File: src/rtl/fec_tx_sched_if.sv
// rtl/fec_tx_sched_if.sv - two-source valid/ready word request bundle
interface fec_tx_sched_if;
  logic        req0_valid;
  logic [47:0] req0_data;
  logic        req0_ready;
  logic        req1_valid;
  logic [47:0] req1_data;
  logic        req1_ready;

  modport master (
    output req0_valid, req0_data, req1_valid, req1_data,
    input  req0_ready, req1_ready
  );

  modport slave (
    input  req0_valid, req0_data, req1_valid, req1_data,
    output req0_ready, req1_ready
  );
endinterface

File: src/rtl/fec_tx_sched.sv
// rtl/fec_tx_sched.sv - round-robin FEC word scheduler and sync-framed serializer
module fec_tx_sched #(
  parameter int         BIT_PERIOD = 4,
  parameter logic [7:0] SYNC_WORD  = 8'hE4,
  parameter int         GAP_BITS   = 2
) (
  input  logic                 clk,
  input  logic                 reset_n,
  fec_tx_sched_if.slave        req,
  output logic [47:0]          fec_data,
  input  logic [95:0]          fec_code,
  output logic                 tx_bit,
  output logic                 tx_strobe,
  output logic                 tx_sof,
  output logic                 tx_eof,
  output logic                 tx_busy,
  output logic                 grant_id
);

  localparam int             PW       = (BIT_PERIOD > 1) ? $clog2(BIT_PERIOD) : 1;
  localparam logic [PW-1:0]  PER_LAST = PW'(BIT_PERIOD - 1);
  localparam logic [6:0]     GAP_LAST = 7'((GAP_BITS > 0) ? GAP_BITS - 1 : 0);

  typedef enum logic [2:0] {IDLE, LOAD, SYNC, CODE, GAP} state_t;

  state_t         state_q, state_d;
  logic [PW-1:0]  pc_q, pc_d;
  logic [6:0]     bit_q, bit_d;
  logic [103:0]   frame_q, frame_d;
  logic [47:0]    fec_data_q, fec_data_d;
  logic           last_grant_q, last_grant_d;
  logic           grant_id_q, grant_id_d;
  logic           tx_bit_q, tx_bit_d;
  logic           tx_strobe_q, tx_strobe_d;
  logic           tx_sof_q, tx_sof_d;
  logic           tx_eof_q, tx_eof_d;
  logic           tx_busy_q, tx_busy_d;

  logic grant0, grant1, hs0, hs1, pc_wrap;

  // Round-robin pick: a lone requester wins, a tie goes away from the last winner
  always_comb begin
    grant0 = req.req0_valid & (~req.req1_valid | last_grant_q);
    grant1 = req.req1_valid & (~req.req0_valid | ~last_grant_q);
  end

  assign req.req0_ready = reset_n & (state_q == IDLE) & grant0;
  assign req.req1_ready = reset_n & (state_q == IDLE) & grant1;
  assign hs0 = req.req0_valid & req.req0_ready;
  assign hs1 = req.req1_valid & req.req1_ready;
  assign pc_wrap = (pc_q == PER_LAST);

  // Next-state: sync header and codeword share one 104-bit shift register, MSB out first
  always_comb begin
    state_d      = state_q;
    pc_d         = pc_q;
    bit_d        = bit_q;
    frame_d      = frame_q;
    fec_data_d   = fec_data_q;
    last_grant_d = last_grant_q;
    grant_id_d   = grant_id_q;
    tx_bit_d     = tx_bit_q;
    tx_strobe_d  = 1'b0;
    tx_sof_d     = 1'b0;
    tx_eof_d     = 1'b0;
    tx_busy_d    = tx_busy_q;
    case (state_q)
      IDLE: begin
        if (hs0 | hs1) begin
          fec_data_d   = hs1 ? req.req1_data : req.req0_data;
          grant_id_d   = hs1;
          last_grant_d = hs1;
          tx_busy_d    = 1'b1;
          state_d      = LOAD;
        end
      end
      LOAD: begin
        tx_bit_d    = SYNC_WORD[7];
        frame_d     = {SYNC_WORD[6:0], fec_code, 1'b0};
        tx_strobe_d = 1'b1;
        tx_sof_d    = 1'b1;
        pc_d        = '0;
        bit_d       = '0;
        state_d     = SYNC;
      end
      SYNC, CODE: begin
        if (!pc_wrap) begin
          pc_d = pc_q + 1'b1;
        end else if (state_q == CODE && bit_q == 7'd95) begin
          pc_d     = '0;
          bit_d    = '0;
          tx_bit_d = 1'b0;
          if (GAP_BITS == 0) begin
            tx_busy_d = 1'b0;
            state_d   = IDLE;
          end else begin
            state_d = GAP;
          end
        end else begin
          pc_d        = '0;
          tx_strobe_d = 1'b1;
          tx_bit_d    = frame_q[103];
          frame_d     = {frame_q[102:0], 1'b0};
          tx_eof_d    = (state_q == CODE) && (bit_q == 7'd94);
          if (state_q == SYNC && bit_q == 7'd7) begin
            bit_d   = '0;
            state_d = CODE;
          end else begin
            bit_d = bit_q + 7'd1;
          end
        end
      end
      GAP: begin
        if (!pc_wrap) begin
          pc_d = pc_q + 1'b1;
        end else begin
          pc_d = '0;
          if (bit_q == GAP_LAST) begin
            tx_busy_d = 1'b0;
            state_d   = IDLE;
          end else begin
            bit_d = bit_q + 7'd1;
          end
        end
      end
      default: state_d = IDLE;
    endcase
  end

  // State and registered outputs; reset abandons any frame in flight
  always_ff @(posedge clk or negedge reset_n) begin
    if (!reset_n) begin
      state_q      <= IDLE;
      pc_q         <= '0;
      bit_q        <= '0;
      frame_q      <= '0;
      fec_data_q   <= '0;
      last_grant_q <= 1'b1;
      grant_id_q   <= 1'b0;
      tx_bit_q     <= 1'b0;
      tx_strobe_q  <= 1'b0;
      tx_sof_q     <= 1'b0;
      tx_eof_q     <= 1'b0;
      tx_busy_q    <= 1'b0;
    end else begin
      state_q      <= state_d;
      pc_q         <= pc_d;
      bit_q        <= bit_d;
      frame_q      <= frame_d;
      fec_data_q   <= fec_data_d;
      last_grant_q <= last_grant_d;
      grant_id_q   <= grant_id_d;
      tx_bit_q     <= tx_bit_d;
      tx_strobe_q  <= tx_strobe_d;
      tx_sof_q     <= tx_sof_d;
      tx_eof_q     <= tx_eof_d;
      tx_busy_q    <= tx_busy_d;
    end
  end

  assign fec_data  = fec_data_q;
  assign grant_id  = grant_id_q;
  assign tx_bit    = tx_bit_q;
  assign tx_strobe = tx_strobe_q;
  assign tx_sof    = tx_sof_q;
  assign tx_eof    = tx_eof_q;
  assign tx_busy   = tx_busy_q;

endmodule
File: src/flat_wrapper.sv
// flat-port wrapper written by rule: the top's interface ports become plain ports
module fec_tx_sched_flat 
#(
  parameter int         BIT_PERIOD = 4,
  parameter logic [7:0] SYNC_WORD  = 8'hE4,
  parameter int         GAP_BITS   = 2
)
  (clk, reset_n, fec_data, fec_code, tx_bit, tx_strobe, tx_sof, tx_eof, tx_busy, grant_id, req_req0_valid, req_req0_data, req_req1_valid, req_req1_data, req_req0_ready, req_req1_ready);
  fec_tx_sched_if req_i ();
  input  logic clk;
  input  logic reset_n;
  output logic [47:0] fec_data;
  input  logic [95:0] fec_code;
  output logic tx_bit;
  output logic tx_strobe;
  output logic tx_sof;
  output logic tx_eof;
  output logic tx_busy;
  output logic grant_id;
  input wire logic [$bits(req_i.req0_valid)-1:0] req_req0_valid;
  input wire logic [$bits(req_i.req0_data)-1:0] req_req0_data;
  input wire logic [$bits(req_i.req1_valid)-1:0] req_req1_valid;
  input wire logic [$bits(req_i.req1_data)-1:0] req_req1_data;
  output wire logic [$bits(req_i.req0_ready)-1:0] req_req0_ready;
  output wire logic [$bits(req_i.req1_ready)-1:0] req_req1_ready;
  assign req_i.req0_valid = req_req0_valid;
  assign req_i.req0_data = req_req0_data;
  assign req_i.req1_valid = req_req1_valid;
  assign req_i.req1_data = req_req1_data;
  assign req_req0_ready = req_i.req0_ready;
  assign req_req1_ready = req_i.req1_ready;
  fec_tx_sched #(.BIT_PERIOD(BIT_PERIOD), .SYNC_WORD(SYNC_WORD), .GAP_BITS(GAP_BITS)) u_core (.clk(clk), .reset_n(reset_n), .req(req_i), .fec_data(fec_data), .fec_code(fec_code), .tx_bit(tx_bit), .tx_strobe(tx_strobe), .tx_sof(tx_sof), .tx_eof(tx_eof), .tx_busy(tx_busy), .grant_id(grant_id));
endmodule
File: config.mk
export PLATFORM = sky130hd
export DESIGN_NAME = fec_tx_sched_flat
export DESIGN_NICKNAME = d
export VERILOG_FILES = /design/src/rtl/fec_tx_sched_if.sv /design/src/rtl/fec_tx_sched.sv /design/src/flat_wrapper.sv
export SDC_FILE = /design/constraint.sdc
export NUM_CORES = 1
export LEC_CHECK = 0
export ABC_CLOCK_PERIOD_IN_PS = 3200
export CAP_MARGIN = 20
export CORE_MARGIN = 4
export CORE_UTILIZATION = 52
export CTS_CLUSTER_SIZE = 30
export DETAILED_ROUTE_END_ITERATION = 8
export HOLD_SLACK_MARGIN = 0.15
export PLACE_DENSITY = 0.86
export SLEW_MARGIN = 20
export SYNTH_ARGS = -nofsm -noshare
export SYNTH_HDL_FRONTEND = slang
export SYNTH_SLANG_ARGS = --single-unit
File: constraint.sdc
create_clock -name clk -period 3.2 [get_ports clk]
set_input_delay 0.48 -clock clk [delete_from_list [all_inputs] [get_ports clk]]
set_output_delay 0.48 -clock clk [all_outputs]
set_load 0.02 [all_outputs]
### Yosys cells after proc, flatten, opt, wreduce, memory -nomap -nowiden

Index checks and enable logic that the tools add are counted.

* output and inout bits: 56
* logic and storage cells: 92
* flip-flop bits (word level): 171
* input bits: 196

* $add $sub $neg: 2
* mux-type cells: 33
* bitwise logic cells: 13
* equal/unequal tests: 16
* reduce and logical (&&, ||, !) cells: 16

Operators by type and width (number)
* $mux 104: 2
* $pmux 104 s2: 1
* $mux 48: 1
* $mux 7: 5
* $pmux 7 s3: 1
* $mux 3: 6
* $eq 7x7->1 const B: 2
* $pmux 3 s4: 1
* $mux 1: 11
* $reduce_and 4->1: 2
* $add 7x1->7 const B: 1
* $and 1x1->1: 7
* $eq 7x1->1 const B: 1
* $eq 7x3->1 const B: 1
* $eq 3x2->1 const B: 2
* $ne 2x1->1 const B: 3
* $ne 2x2->1 const B: 3
* $pmux 1 s2: 3
* $reduce_bool 2->1: 3
* $reduce_and 5->1: 1
* $pmux 2 s2: 1
* $reduce_and 2->1: 2
* $eq 3x1->1 const B: 1
* $eq 3x3->1 const B: 1
* 12 further kinds: 18

### Logic depth before layout (Yosys ltp)

Gate-level depths: netlist of run 1.

* word-level depth: 8
* mapped depth: 9
* gate-level depth less buffers: 6

### Worst setup path before layout of run 1

No wires, ideal clock.

* kind: register -> output
* start point: register u_core.state_q[0]
* end point: output req_req1_ready
* setup slack: 1.197 ns
* required time: 2.720 ns
* stages on the path, launching flop included: 6
* data arrival time: 1.523 ns
* buffers on the path: 2
* path through: dfrtp_1 > clkbuf_1 > nor4b_1 > nand3_1 > buf_2 > inv_1

* longest elaborated chain between the ends: 3

RTL lines
* start, declared: RTL line fec_tx_sched.sv:26 `state_t state_q, state_d;`
* start signal, assigned: RTL line fec_tx_sched.sv:146 `state_q <= state_d;`
* $logic_not 3->1: RTL line fec_tx_sched.sv:48 `assign req.req1_ready = reset_n & (state_q == IDLE) & grant1;`
* $and 1x1->1 (2 in series): RTL line fec_tx_sched.sv:48
* end, declared: RTL line flat_wrapper.sv:25 `output wire logic [$bits(req_i.req1_ready)-1:0] req_req1_ready;`

No other way between the ends.

### Worst setup path in the final report of run 1

* start point: register u_core.state_q[0]
* end point: output req_req0_ready

* longest elaborated chain between the ends: 3

RTL lines
* $logic_not 3->1: RTL line fec_tx_sched.sv:47 `assign req.req0_ready = reset_n & (state_q == IDLE) & grant0;`
* $and 1x1->1 (2 in series): RTL line fec_tx_sched.sv:47
* end, declared: RTL line flat_wrapper.sv:24 `output wire logic [$bits(req_i.req0_ready)-1:0] req_req0_ready;`

No other way between the ends.

==> results of run 1 <==
## area by class of cell
cell class	count	area [um2]
Tap cell	216	270
Antenna cell	2	5.00
Timing Repair Buffer	264	2690
Fill cell	1127	4050
Sequential cell	170	4260
Clock buffer	18	439
Multi-Input combinational cell	637	4010
Inverter	11	41.3
Clock inverter	14	240
## kinds of logic after synthesis
| kind of cell | count (synthesis) |
|---|---|
| buffers and inverters | 69 |
| AOI/OAI and AO/OA | 84 |
| DFF | 170 |
| adders and majority gates | 4 |
| muxes | 153 |
| and+or+nand+nor | 396 |
## cell usage after synthesis (all sizes together) (6+ instances only)
cell type and instances:
dfrtp 169, o21ai 54, nand2b 8, clkbuf 33, mux2i 55, nand2 352, buf 25, inv 11
o211ai 6, nor2 6, mux2 98, nand3 9
## power by group
group	internal [uW]	switching, uW
Combinational	225	96.2
Sequential	2150	0.974
Clock	1490	870
Total	3870	967
## routing by layer
metal,vias up,routed length (um),share of wire,track usage
met1,3381,8960,0.39,0.297
met3,32,2290,0.099,0.107
met5,-,0,0,0
li1,3360,-,-,-
met2,243,11400,0.49,0.412
met4,0,476,0.021,0.0812
## how the worst min path moves through the flow
stage | from | endpoint | slack (ps) | depth (start not counted)
floorplan | reset_n | u_core.bit_q[0] | 180 | 0
global placement | u_core.last_grant_q | u_core.last_grant_q | 450 | 2
detailed placement | u_core.grant_id | u_core.grant_id | 470 | 2
CTS | reset_n | u_core.frame_q[81] | 300 | 2
global route | reset_n | u_core.frame_q[78] | 310 | 2
finish | reset_n | u_core.bit_q[4] | 270 | 2
## worst max-delay path, delay by kind of cell (launching register included)
kind	cells	cell delay (ps)
DFF	1	520
and+or+nand+nor	2	910
buffers and inverters	1	660
## registers in the layout (all words and copies together), names as in the netlist, 2 cells and up
signal           flops
u_core.bit_q         7
u_core.fec_data     48
u_core.frame_q     103
u_core.pc_q          2
u_core.state_q       3
## stage by stage
| step | worst slack, ps | power [uW] | utilization | area [um2] |
|---|---|---|---|---|
| after global routing | 64.3 | 4990 | 0.747 | 11900 |
| after floorplan | 1200 | 2210 | - | 8550 |
| after detailed placement | 647 | 2510 | 0.704 | 11300 |
| after CTS | 176 | 4890 | 0.746 | 11900 |
| final | 207 | 4830 | 0.747 | 11900 |
| after global placement | 621 | 2510 | 0.704 | 11300 |
==> results by group, run 1 <==
Outcome
  • Status: finished clean

Placement
  • Cell total after placement: 1298
  • I/O Buffers: between 200 and 300
  • Placer Congestion: roughly 0.79
  • Hpwl dp: 15900 um

Layout
  • Commonest non-fill, non-tap cells in the layout: nand2_1, clkdlybuf4s50_1, dfrtp_1, mux2_2, mux2i_1
  • Most common cell after layout, fill and taps aside: nand2_1
  • Fin nets: 1301
  • Layout cells sized above 1: 0.141
  • Area Growth Syn to Fin: 39.7%
  • Finished Layout Cells: 1332

Drt
  • Vias: between 7k and 8k
  • DR DRC count: 0
  • First-pass detailed-route iteration total: 4
  • Detailed Route WL: 23100 um
  • DRT antenna net count: 0
  • DR WL/cell: approximately 17 um
  • Iter 0 DRT Violations: 404
  • Number of vias per cell: 5.27

Setup path
  • Crit start category: flip-flop
  • Setup CP Type: flip-flop to output port
  • Reg2Reg Setup Slack: 930 ps
  • CP required: 2720 ps
  • Worst R2R Path Depth: 5
  • Data arrival, critical path: approximately 2500 ps
  • Crit-path max cell delay: approximately 660 ps
  • Crit path to: req_req0_ready
  • Worst r2r src: u_core.state_q[0]
  • CP max stage cell: clkdlybuf4s50_1
  • Crit path from: u_core.state_q[0]
  • Max FO, Critical Path: 13
  • CP cell instances: nor4b_1 -> and3_1 -> clkdlybuf4s50_1
  • Critical Path End Type: output port
  • Critical R2R Capture: u_core.fec_data[21]

Timing
  • Clock Skew: 10.4 ps
  • Slew Limit Fails: 0
  • Setup_tns: 0 ps
  • RSZ-0062 raised after global routing: no
  • Max Clock Freq: 0.334 GHz
  • Worst-Margin Slew: 883 ps
  • Final setup vio count: 0
  • Relative slew slack: 0.411
  • Hold Fails Final Rpt: 0
  • Tmin final: 2990 ps
  • Hold_ws: 267 ps
  • Fin crit share: 0.935

Logic synthesis
  • Largest family of logic cells by synthesized area: multiplexers
  • Register area share after synthesis: 0.497
  • Post-Synth Adder-Cell Area: 0.00585
  • Synth Instances: 876
  • Post-Synth XOR/XNOR Area: 0
  • Yosys top cell area share: 0.494
  • Ys Warns: 0
  • Seq cells post-synth: 170
  • Count of cell types in the netlist: 50
  • Synth area leader: dfrtp_1
  • Post-synthesis mux area share: 0.212
  • Syn nets: 1076
  • Simple-Gate Fraction of Synth Area: 0.185
  • Synth area leaders: dfrtp_1, nand2_1, mux2_2, mux2_4, mux2i_1
  • Top FF cell, synth: dfrtp_1
  • Post-Syn Area per Cell: 9.77 um2
  • EDFF count, synth: 0
  • Async set or reset register ratio after synthesis: 1.00
  • Post-Synthesis Cell Area: ~8600 um2
  • Post-synthesis compound-gate area fraction: 0.0608

Die
  • Core box area: 16000 um2
  • IO Count: 252
  • Die area: ~19000 um2
  • Die X-Extent: approximately 140 um
  • Row count: 46
  • Die Span Y: 136 um
  • Initial Util: 0.535

GRT
  • Vias in the first global route: between 7k and 8k
  • Initial antenna violation count: 2
  • Largest net degree at the start of global routing: 171
  • First-pass GRT wire length: 36500 um
  • Gr ovfl total: 0
  • GRT Util Overall: 0.251

Pwr
  • Leak: 0.00593 uW
  • Pwr Density: slightly above 400 nW/um2
  • Peak supply drop: approximately 0.00035 V

CTS
  • H-tree Lvls: 4
  • CTS tree: built
  • # resized after CTS: 0
  • Clock buffer count from CTS: 17
  • Worst-Skew Late Latency: around 420 ps
  • Root Buffer: clkbuf_16
  • Setup repair bufs after CTS: 0
  • CTS Buffer Depth: 2
  • Clock sinks: 170
  • Reg clk slew, reported paths: 70 ps
  • Cts hold-fix bufs: 0

Run
  • Max cap viols: 0

Hold path
  • Hold/Removal Path Class: primary input to async pin
No activity file was read; power rests on OpenSTA's default activity.
==> run 2, diff against run 1 <==
--- a/config.mk
+++ b/config.mk
@@ -5,7 +5,6 @@
 export SDC_FILE = /design/constraint.sdc
 export NUM_CORES = 1
 export LEC_CHECK = 0
-export ABC_CLOCK_PERIOD_IN_PS = 3200
 export CAP_MARGIN = 20
 export CORE_MARGIN = 4
 export CORE_UTILIZATION = 52
==> results of run 2 <==
Same layout as run 1: the final DEF is identical, and so are final timing and power.
